[src/rtl/addsub_pipe_unit.sv]
// addsub_pipe_unit: pipelined add/sub with carry/overflow flags, tag passthrough and valid/ready flow control.
// Optional: ADDSUB_SAT_EN saturates the result on overflow (flags still report the raw event).
module addsub_pipe_unit #(
  parameter int WIDTH   = 16,
  parameter int LATENCY = 2,
  parameter int SIGNED  = 0,
  parameter int TAG_W   = 4
) (
  input  logic             clk,
  input  logic             resetn,
  input  logic             flush,
  input  logic             in_valid,
  output logic             in_ready,
  input  logic [WIDTH-1:0] in_a,
  input  logic [WIDTH-1:0] in_b,
  input  logic             in_sub,
  input  logic [TAG_W-1:0] in_tag,
  output logic             out_valid,
  input  logic             out_ready,
  output logic [WIDTH-1:0] out_s,
  output logic             out_carry,
  output logic             out_ovf,
  output logic [TAG_W-1:0] out_tag,
  output logic [3:0]       inflight
);
  localparam logic [WIDTH-1:0] SMAX = {1'b0, {(WIDTH-1){1'b1}}};
  localparam logic [WIDTH-1:0] SMIN = {1'b1, {(WIDTH-1){1'b0}}};
  logic [LATENCY-1:0] v_q, v_d, c_q, c_d, o_q, o_d;
  logic [WIDTH-1:0]   s_q [LATENCY];
  logic [WIDTH-1:0]   s_d [LATENCY];
  logic [TAG_W-1:0]   t_q [LATENCY];
  logic [TAG_W-1:0]   t_d [LATENCY];
  logic [WIDTH:0]     raw;
  logic [WIDTH-1:0]   res;
  logic               sovf, ovf, adv;
  assign raw  = in_sub ? {1'b0, in_a} - {1'b0, in_b} : {1'b0, in_a} + {1'b0, in_b};
  // add overflows on equal operand signs, sub on differing signs; either way the result sign leaves A's
  assign sovf = ((in_a[WIDTH-1] ^ in_b[WIDTH-1]) == in_sub) && (raw[WIDTH-1] != in_a[WIDTH-1]);
  assign ovf  = (SIGNED != 0) ? sovf : raw[WIDTH];
`ifdef ADDSUB_SAT_EN
  assign res = !ovf ? raw[WIDTH-1:0] :
               (SIGNED != 0) ? (in_a[WIDTH-1] ? SMIN : SMAX) :
               in_sub ? {WIDTH{1'b0}} : {WIDTH{1'b1}};
`else
  assign res = raw[WIDTH-1:0];
`endif
  assign out_valid = v_q[LATENCY-1];
  assign adv       = !(out_valid && !out_ready);
  assign in_ready  = adv && !flush;
  assign out_s     = s_q[LATENCY-1];
  assign out_carry = c_q[LATENCY-1];
  assign out_ovf   = o_q[LATENCY-1];
  assign out_tag   = t_q[LATENCY-1];
  always_comb begin
    v_d = v_q;
    c_d = c_q;
    o_d = o_q;
    s_d = s_q;
    t_d = t_q;
    if (adv) begin
      v_d[0] = in_valid && in_ready;
      c_d[0] = raw[WIDTH];
      o_d[0] = ovf;
      s_d[0] = res;
      t_d[0] = in_tag;
      for (int i = 1; i < LATENCY; i++) begin
        v_d[i] = v_q[i-1];
        c_d[i] = c_q[i-1];
        o_d[i] = o_q[i-1];
        s_d[i] = s_q[i-1];
        t_d[i] = t_q[i-1];
      end
    end
    if (flush) v_d = '0;
  end
  always_comb begin
    inflight = '0;
    for (int i = 0; i < LATENCY; i++) inflight = inflight + {3'b0, v_q[i]};
  end
  always_ff @(posedge clk or negedge resetn) begin
    if (!resetn) begin
      v_q <= '0;
      c_q <= '0;
      o_q <= '0;
      for (int i = 0; i < LATENCY; i++) begin
        s_q[i] <= '0;
        t_q[i] <= '0;
      end
    end else begin
      v_q <= v_d;
      c_q <= c_d;
      o_q <= o_d;
      s_q <= s_d;
      t_q <= t_d;
    end
  end
endmodule

[config.mk]
export PLATFORM = sky130hd
export DESIGN_NAME = addsub_pipe_unit
export DESIGN_NICKNAME = d
export VERILOG_FILES = /design/src/rtl/addsub_pipe_unit.sv
export SDC_FILE = /design/constraint.sdc
export NUM_CORES = 1
export LEC_CHECK = 0
export BUFFER_PORTS_ARGS = -buffer_cell sky130_fd_sc_hd__buf_2
export CORE_MARGIN = 4
export CORE_UTILIZATION = 58
export DETAILED_ROUTE_END_ITERATION = 10
export PLACE_DENSITY = 0.85
export SYNTH_ARGS = -nofsm -noshare
export SYNTH_HDL_FRONTEND = slang
export SYNTH_SLANG_ARGS = --single-unit
[constraint.sdc]
create_clock -name clk -period 2.85 [get_ports clk]
set_input_delay 0.1425 -clock clk [delete_from_list [all_inputs] [get_ports clk]]
set_output_delay 0.1425 -clock clk [all_outputs]
set_load 0.005 [all_outputs]
==> metrics.cfg <==
[status]
status = complete, but fails checks
violations = negative hold slack

[synth]
synthArstFlopShare_pct = 100
ys_seq_area_share_pct = 37.3
syn_avg_cell_area_sq_um = 8.48
netlist_top_cells_area = dfrtp_1 37%, nand2_1 12%, ha_1 7.6%
synth-edff-count = 0
yosysWarnings = 0
synthesis.area_sq_um = 2950
synth_most_common_cell = nand2_1
synthCells = 348
synth_top_cells_by_count = 95 x nand2_1, 44 x dfrtp_1, 29 x nor2_1, 23 x buf_4, 21 x a21oi_1
post_synth_num_cell_types = 48
ys_ff_latch = 44
synth_flop_cell = dfrtp_1
synth_top_area_share_pct = 37.3
synth_top_cell_by_area = dfrtp_1

[cts]
clock_latency_ns = 0.29
clk_path_buf_depth = 2
tritoncts = done
path_clk_slew_ns = 0.07
cts_max_level = 2
cts_root_buffer = clkbuf_8
cts-resized-gates = 0
cts-buffers-inserted = 5
cts_setup_buffers = 0
postCtsHoldBufs = 0
cts.sinks = 44

[worst_setup_path]
slowest_stage = or4_4
end_kind = register
cp.arrival_ns = 2.87
startpoint_type = input pin
cpPeakStageDelay_ns = 0.56
crit_buf_inv = 1
crit_path_frequent_cell = xnor2_1
required_ns = 2.99
crit_fanout = 4
cp_top_family = simple AND/OR/NAND/NOR gates
criticalPathCategory = in2reg
worstPathCellList = buf_2, or4_4, nor3_4, nand2_1, o21bai_1, o21ai_1, xnor2_1, ha_1, and3_4, a311o_1, a41oi_2, xnor2_1, a21oi_1

[job]
max_cap_viol_count = 0

[sta]
finalCriticalPeriod_ns = 2.72
hold_viol_final = 30
setup_viol = 0
finClkSkew_ns = 0.00367
finalMaxSlewViolations = 0
fin_crit_sh_pct = 95.6
tightest_slew_ns = 0.933
fmax_mhz = 367
rsz0062_at_grt = no
relSlewSlack_pct = 37.8
whs_ns = -0.00960

[final_layout]
area_delta_synth_final_pct = 15.5
stdcell_count = 478
fin_nets = 472
n_fill_cell = 419
drive_gt1_share_pct = 27.3
diodes = 0

[detailed_routing]
wl_mm = 5.92
first_iter_violations = 119
num_vias = 2479
first_pass_iters = 4
viasPerCell = 5.19
drcViolationCount = 0
wl_per_cell_microns = 12.4
antenna_left = 0

[grt]
grt_max_degree = 45
grt_pass1_vias = 2363
grt_usage_pct = 19.5
grt_pass1_wl_mm = 9.94
antenna_found_initial = 0
overflow = 0

[floorplan]
rows = 25
fp.dieW_microns = 79.3
coreArea_sq_um = 4820
dieHeight_microns = 79.3
start_util_pct = 61.3
dieArea_sq_um = 6290
io_pins = 70

[place]
portBuffers = 67
dp_cells = 471
place_congestion = 0.833
hpwl_mm = 4.61

[pwr]
power_per_cell_area_nw_per_um2 = 556
finalPower_mw = 1.89
leakagePower_nw = 1.71
ir_drop_uv = 264

[min_path]
min_path_type = in2async

## registers in the layout (all words and copies together) (netlist names)
| register | flops |
|---|---|
| s_q | 16 |
| out_tag | 4 |
| out_s | 16 |
| c_q | 2 |
| v_q | 2 |
| t_q | 4 |
## worst reg2reg max path, cell delays in order (launching register included)
cell,delay (ns)
dfrtp_1,0.40
nor2b_2,0.15
buf_4,0.26
a221oi_1,0.25
o21ai_0,0.16
o21ai_1,0.15
## layer usage
layer | vias up | share of wire (%) | global-route usage (%)
met5 | - | 0 | 0
met4 | 0 | 1.2 | 4.64
met3 | 9 | 8.6 | 4.76
met2 | 88 | 46 | 32.7
met1 | 1112 | 45 | 25.6
li1 | 1270 | - | -
## layout make-up
cell class	instances	area, sq um	share of cell area, %
clock inverters	1	5.00	0.147
clock buffers	6	72.6	2.13
multi-input cells	265	1620	47.5
repair buffers	90	508	14.9
well taps	67	83.8	2.46
inverters	5	18.8	0.551
flip-flops and latches	44	1100	32.3
## worst paths after layout
check                                  endpoint  slack [ns]            startpoint  cells after the start
setup / recovery             c_q[0]$_DFFE_PN0N_        0.13               in_b[8]                     13
hold / removal             out_s[2]$_DFFE_PN0N_       -0.01                resetn                      1
setup reg to reg            s_q[30]$_DFFE_PN0N_        1.41    v_q[1]$_DFFE_PN0P_                      5
hold reg to reg            out_s[8]$_DFFE_PN0N_        0.46  out_s[8]$_DFFE_PN0N_                      2
max in group asynchronous    c_q[0]$_DFFE_PN0N_        2.28                resetn                      1
min in group clk             v_q[1]$_DFFE_PN0P_        0.03                 flush                      2
## cell usage in the layout, fill, tap and decap left out, drive strengths merged, types with 2 or more instances in the layout
cell type   n
a21boi      2
a21o        9
a21oi      22
a31o        2
a41oi       3
and2        2
buf        90
clkbuf      6
conb        2
dfrtp      44
ha         18
inv         5
nand2      95
nand2b      2
nand3       3
nor2       29
nor2b       4
nor3        5
o211ai      2
o21a        3
o21ai      15
o21bai      3
o31ai       3
xnor2      18
xor2        7
## where the power goes
part / leakage (nW) / switching, mW / internal [mW] / total, mW
logic: 1.15 / 0.346 / 0.332 / 0.678
clock network: 0.0410 / 0.190 / 0.166 / 0.356
registers: 0.516 / 0.0791 / 0.781 / 0.860
## metrics by stage
stage	setup WS [ns]	setup TNS (ns)	area (sq um)	util, %
detailed placement	-0.186	-0.441	3310	68.8
CTS	0.107	0	3390	70.4
global route	0.00428	0	3410	70.8
finish	0.126	0	3410	70.8
global placement	-0.0209	-0.0209	3310	68.8
floorplan	0.000115	0	2960	-
## cells by family after synthesis
| group | after synthesis | synth area share (%) |
|---|---|---|
| flip-flops | 44 | 37.3 |
| buffers and inverters | 40 | 8.69 |
| XOR/XNOR | 25 | 7.42 |
| AO/OA/AOI/OAI | 72 | 17.3 |
| multiplexers | 1 | 0.339 |
| AND/OR/NAND/NOR | 146 | 20.6 |
| other | 1 | 0.127 |
| adder cells (fa/ha/maj) | 19 | 8.31 |
Note: power is estimated with default switching activity, not from simulation.
